===== config.mk =====
export PLATFORM = sky130hd
export DESIGN_NAME = instr_encoder
export DESIGN_NICKNAME = d
export VERILOG_FILES = /design/src/rtl/instr_encoder.sv
export SDC_FILE = /design/constraint.sdc
export NUM_CORES = 1
export LEC_CHECK = 0
export BUFFER_PORTS_ARGS = -buffer_cell sky130_fd_sc_hd__buf_2
export CORE_MARGIN = 2
export CORE_UTILIZATION = 57
export DETAILED_ROUTE_END_ITERATION = 8
export PLACE_DENSITY = 0.83
export SETUP_SLACK_MARGIN = 0.4
export SLEW_MARGIN = 20
export SYNTH_ARGS = -nofsm -noshare
export SYNTH_HDL_FRONTEND = slang
export SYNTH_SLANG_ARGS = --single-unit

===== constraint.sdc =====
create_clock -name clk -period 2.96 [get_ports clk]
set_input_delay 0.444 -clock clk [delete_from_list [all_inputs] [get_ports clk]]
set_output_delay 0.444 -clock clk [all_outputs]
set_load 0.01 [all_outputs]

===== src/rtl/instr_encoder.sv =====
// Encodes a stream of MIPS instruction commands into machine words and writes
// them to instruction memory at consecutive word addresses through a 2-entry queue.
module instr_encoder #(
    parameter logic [31:0] BASE_ADDR   = 32'h0000_3000,
    parameter int unsigned DEPTH_WORDS = 4096
) (
    input  logic        clk,
    input  logic        reset,
    input  logic        cmd_valid,
    output logic        cmd_ready,
    input  logic [3:0]  cmd_kind,
    input  logic [4:0]  cmd_rs,
    input  logic [4:0]  cmd_rt,
    input  logic [4:0]  cmd_rd,
    input  logic [25:0] cmd_imm,
    output logic        im_we,
    input  logic        im_wready,
    output logic [31:0] im_addr,
    output logic [31:0] im_wdata,
    output logic        err,
    output logic [15:0] words_written
);

    localparam int unsigned      IDX_W     = (DEPTH_WORDS > 1) ? $clog2(DEPTH_WORDS) : 1;
    localparam logic [IDX_W-1:0] IDX_LAST  = IDX_W'(DEPTH_WORDS - 1);
    localparam logic [31:0]      BASE_AL   = {BASE_ADDR[31:2], 2'b00};

    localparam logic [3:0] K_ADD = 4'd0;
    localparam logic [3:0] K_SUB = 4'd1;
    localparam logic [3:0] K_ORI = 4'd2;
    localparam logic [3:0] K_LUI = 4'd3;
    localparam logic [3:0] K_LW  = 4'd4;
    localparam logic [3:0] K_SW  = 4'd5;
    localparam logic [3:0] K_BEQ = 4'd6;
    localparam logic [3:0] K_JAL = 4'd7;
    localparam logic [3:0] K_JR  = 4'd8;
    localparam logic [3:0] K_NOP = 4'd9;

    // Queue: the head slot drives im_wdata/im_we directly; slot1 is the tail.
    logic              slot1_vld;
    logic [31:0]       slot1;
    logic [IDX_W-1:0]  idx;

    logic              enc_legal_c;
    logic [31:0]       enc_word_c;
    logic              accept_c;
    logic              push_c;
    logic              pop_c;

    logic              head_vld_nxt;
    logic [31:0]       head_nxt;
    logic              slot1_vld_nxt;
    logic [31:0]       slot1_nxt;
    logic              ready_nxt;
    logic              err_nxt;
    logic [IDX_W-1:0]  idx_nxt;
    logic [31:0]       addr_nxt;
    logic [15:0]       words_nxt;

    // Command-to-machine-word encoder; fields a kind does not use never reach the word.
    always_comb begin
        enc_word_c  = 32'h0;
        enc_legal_c = 1'b1;
        case (cmd_kind)
            K_ADD:   enc_word_c = {6'b000000, cmd_rs, cmd_rt, cmd_rd, 5'b00000, 6'b100000};
            K_SUB:   enc_word_c = {6'b000000, cmd_rs, cmd_rt, cmd_rd, 5'b00000, 6'b100010};
            K_ORI:   enc_word_c = {6'b001101, cmd_rs, cmd_rt, cmd_imm[15:0]};
            K_LUI:   enc_word_c = {6'b001111, 5'b00000, cmd_rt, cmd_imm[15:0]};
            K_LW:    enc_word_c = {6'b100011, cmd_rs, cmd_rt, cmd_imm[15:0]};
            K_SW:    enc_word_c = {6'b101011, cmd_rs, cmd_rt, cmd_imm[15:0]};
            K_BEQ:   enc_word_c = {6'b000100, cmd_rs, cmd_rt, cmd_imm[15:0]};
            K_JAL:   enc_word_c = {6'b000011, cmd_imm};
            K_JR:    enc_word_c = {6'b000000, cmd_rs, 15'b0, 6'b001000};
            K_NOP:   enc_word_c = 32'h0;
            default: enc_legal_c = 1'b0;
        endcase
    end

    // Next-state: queue shift/fill, address index, write counter, error pulse.
    always_comb begin
        accept_c      = cmd_valid & cmd_ready;
        push_c        = accept_c & enc_legal_c;
        pop_c         = im_we & im_wready;

        head_vld_nxt  = im_we;
        head_nxt      = im_wdata;
        slot1_vld_nxt = slot1_vld;
        slot1_nxt     = slot1;
        idx_nxt       = idx;
        addr_nxt      = im_addr;
        words_nxt     = words_written;
        err_nxt       = accept_c & ~enc_legal_c;

        if (pop_c) begin
            head_vld_nxt  = slot1_vld;
            head_nxt      = slot1;
            slot1_vld_nxt = 1'b0;
            idx_nxt       = (idx == IDX_LAST) ? '0 : idx + IDX_W'(1);
            addr_nxt      = BASE_AL + {30'(idx_nxt), 2'b00};
            words_nxt     = (words_written == 16'hFFFF) ? words_written
                                                        : words_written + 16'd1;
        end

        if (push_c) begin
            if (!head_vld_nxt) begin
                head_vld_nxt  = 1'b1;
                head_nxt      = enc_word_c;
            end else begin
                slot1_vld_nxt = 1'b1;
                slot1_nxt     = enc_word_c;
            end
        end

        ready_nxt = ~(head_vld_nxt & slot1_vld_nxt);
    end

    // State and registered outputs.
    always_ff @(posedge clk) begin
        if (!reset) begin
            im_we         <= 1'b0;
            im_wdata      <= 32'h0;
            slot1_vld     <= 1'b0;
            slot1         <= 32'h0;
            cmd_ready     <= 1'b0;
            err           <= 1'b0;
            idx           <= '0;
            im_addr       <= BASE_AL;
            words_written <= 16'h0;
        end else begin
            im_we         <= head_vld_nxt;
            im_wdata      <= head_nxt;
            slot1_vld     <= slot1_vld_nxt;
            slot1         <= slot1_nxt;
            cmd_ready     <= ready_nxt;
            err           <= err_nxt;
            idx           <= idx_nxt;
            im_addr       <= addr_nxt;
            words_written <= words_nxt;
        end
    end

endmodule

==> impl_metrics.toml <==
[outcome]
outcome = "completed"

[cells_and_area]
leading_cell_type_in_the_layout_fill_and_taps_excluded = "sky130_fd_sc_hd__nand2_1"
synthToLayoutAreaGrowth_pct = 13.95
layout_common_cells = "sky130_fd_sc_hd__nand2_1, sky130_fd_sc_hd__buf_2, sky130_fd_sc_hd__dfxtp_1"
antenna-diode-count = 0
fraction_of_layout_cells_with_a_size_suffix_above_1_pct = 22.73
design.final.nets = 729

[grt]
gr-total-overflow = 0
first_global_vias = 4227
grt_start_max_net_pins = 57
groute.usage.overall_pct = 25.87
grt_pass1_wl_um = 18980
antenna_found_initial = 0

[placement]
place.port_buffers = 112
place.gp.congestion = 0.8443
detailed_place_hpwl_um = 7893

[pwr]
power.density_cell_area_mw_per_mm2 = 499.3
power.ir.vdd_worst_v = 0.0002583
post-layout-total-power_mw = 2.715
p_leak_nw = 2.150

[clock_tree]
h-tree-depth = 3
cts_inserted_buffers = 9
clock_root_buffer_master = "sky130_fd_sc_hd__clkbuf_8"
clock_latency_ps = 360
clk_pin_slew_worst_paths_ps = 100
postCtsResizedCells = 0
tritoncts = "built"
cts_setup_buffers = 0
cts_buffer_depth = 2
cts_num_sinks = 98
holdBufCountCts = 0

[sta]
timing.final.max_slew_violations = 0
min_period_ps = 2138
fmax_ghz = 0.4677
final.setup_skew_ps = 13.78
worstMarginPinSlew_ps = 991.7
final_hold_violating_endpoints = 0
remaining_max_slew_budget_at_the_tightest_pin_pct = 33.65
crit_share_post_route_pct = 72.23
tns_ps = 0
unrepaired_setup_endpoints_after_global_routing = "no"
timing.final.setup_violations = 0

[logic_synthesis]
most_area_hungry_cell_type_in_the_yosys_netlist = "sky130_fd_sc_hd__dfxtp_1"
ys_top_cells_by_area = "sky130_fd_sc_hd__dfxtp_1, sky130_fd_sc_hd__nand2_1, sky130_fd_sc_hd__a21oi_1"
yosys.cell_types.count = 51
synth-seq-cells = 98
async_reset_ff_share_pct = 0
avgSynthCellArea_um2 = 7.912
post_synth_top_flop = "sky130_fd_sc_hd__dfxtp_1"
number_of_warnings_printed_during_yosys_synthesis = 0
seq_area_frac_synth_pct = 41.12
synth-edff-count = 0
synthesis.area_mm2 = 0.004771
synthesized_instance_count = 603
yosysTopAreaCellShare_pct = 41.12

[worst_setup_path]
timing.critical_path.fanout_max = 50
worst-endpoint-required_ps = 3200
cp-end-kind = "flop"
crit_arrival_ps = 2370
critPathKind = "reg2reg"
type_of_origin_of_the_critical_path = "flop"

[floorplanning]
die_y_um = 95.49
num_rows = 33
floorplan.die_area_mm2 = 0.009117
coreArea_mm2 = 0.008175
ioPinCount = 132
die-width_um = 95.49
starting_density_of_the_core_pct = 58.36

[min_path]
worst_hold_path_type = "in2reg"

[drt]
dr.pass1.iters = 5
via_count = 4609
drt-initial-drc-count = 211
routed_via_density = 5.856
finalWirelength_um = 11800
drt_drc = 0
drt-wirelength-per-cell_um = 14.99
ant_nets = 0

[job]
max_cap_violations = 0
state kept, by name (all words and copies together) (netlist names):
| name | cells |
|---|---|
| words_written | 16 |
| im_wdata | 32 |
| err | 1 |
| im_addr | 3 |
| idx | 12 |
| cmd_ready | 1 |
| slot1 | 31 |
| slot1_vld | 1 |
| im_we | 1 |
cells by family after synthesis:
kind of cell	count (synthesis)	share of synthesized area, %
simple gates	266	26.93
compound gates	142	19.25
buf+inv	77	8.733
mux	5	1.049
flops	98	41.12
other cells	1	0.07860
fa+ha+maj	4	0.9967
xor+xnor	10	1.836
per-stage QoR:
| step | instances | hold WS [ps] | cell area, µm² | worst slack (ps) | util (%) |
|---|---|---|---|---|---|
| 3_3_place_gp | 771 | 441.8 | 5177 | 828.7 | 63.33 |
| 5_1_grt | 787 | 328.3 | 5436 | 708.2 | 66.50 |
| 4_1_cts | 787 | 322.7 | 5436 | 859.1 | 66.50 |
| 2_1_floorplan | 621 | 436.6 | 4838 | 1149 | - |
| 3_5_place_dp | 771 | 447.9 | 5177 | 713.6 | 63.33 |
| 6_report | 787 | 335.8 | 5436 | 822.1 | 66.50 |
where the power goes:
| group | total (mW) | leakage [nW] | internal, mW | switching (mW) |
|---|---|---|---|---|
| Combinational | 0.259 | 1.23 | 0.0959 | 0.163 |
| Sequential | 1.37 | 0.794 | 1.35 | 0.0199 |
| Clock | 1.09 | 0.131 | 0.614 | 0.473 |
layer usage:
| metal | vias up | global-route usage [%] | part of all wire (%) |
|---|---|---|---|
| met4 | 0 | 9.167 | 1.3 |
| met3 | 18 | 5.692 | 7.4 |
| met2 | 180 | 43.49 | 48 |
| met5 | - | 0 | 0 |
| li1 | 2236 | - | - |
| met1 | 2175 | 32.74 | 43 |
worst max-delay path, cell delays in order (launching register included):
cell and delay (ps):
sky130_fd_sc_hd__dfxtp_1 610, sky130_fd_sc_hd__nand2_2 680, sky130_fd_sc_hd__nor4_1 510, sky130_fd_sc_hd__xnor2_1 170
sky130_fd_sc_hd__nor2_1 50
layout make-up:
cell class	count	area (µm²)
Clock buffer	11	151.4
Clock inverter	5	107.6
Fill cell	724	2739
Inverter	4	15.01
Multi-Input combinational cell	446	2464
Sequential cell	98	1962
Tap cell	105	131.4
Timing Repair Buffer	118	605.6
worst paths after layout:
path | cells past startpoint | from | endpoint | slack, ps
max | 4 | im_we | idx[9] | 820
min | 3 | cmd_imm[0] | slot1[0] | 340
max reg2reg | 4 | im_we | idx[9] | 820
min reg2reg | 2 | slot1[0] | slot1[0] | 460
synth_stat cells, types with 9 or more instances:
cell type / instances
sky130_fd_sc_hd__a211oi_1: 9
sky130_fd_sc_hd__buf_4: 30
sky130_fd_sc_hd__nand2_1: 124
sky130_fd_sc_hd__and3_1: 11
sky130_fd_sc_hd__nor3_1: 9
sky130_fd_sc_hd__clkbuf_1: 30
sky130_fd_sc_hd__o21ai_0: 20
sky130_fd_sc_hd__a311oi_1: 25
sky130_fd_sc_hd__dfxtp_1: 98
sky130_fd_sc_hd__buf_2: 12
sky130_fd_sc_hd__nand2b_1: 12
sky130_fd_sc_hd__a21oi_1: 61
sky130_fd_sc_hd__nand4_1: 12
sky130_fd_sc_hd__nor2_1: 37
sky130_fd_sc_hd__nand3_1: 21
Note: power is estimated with default switching activity, not from simulation.
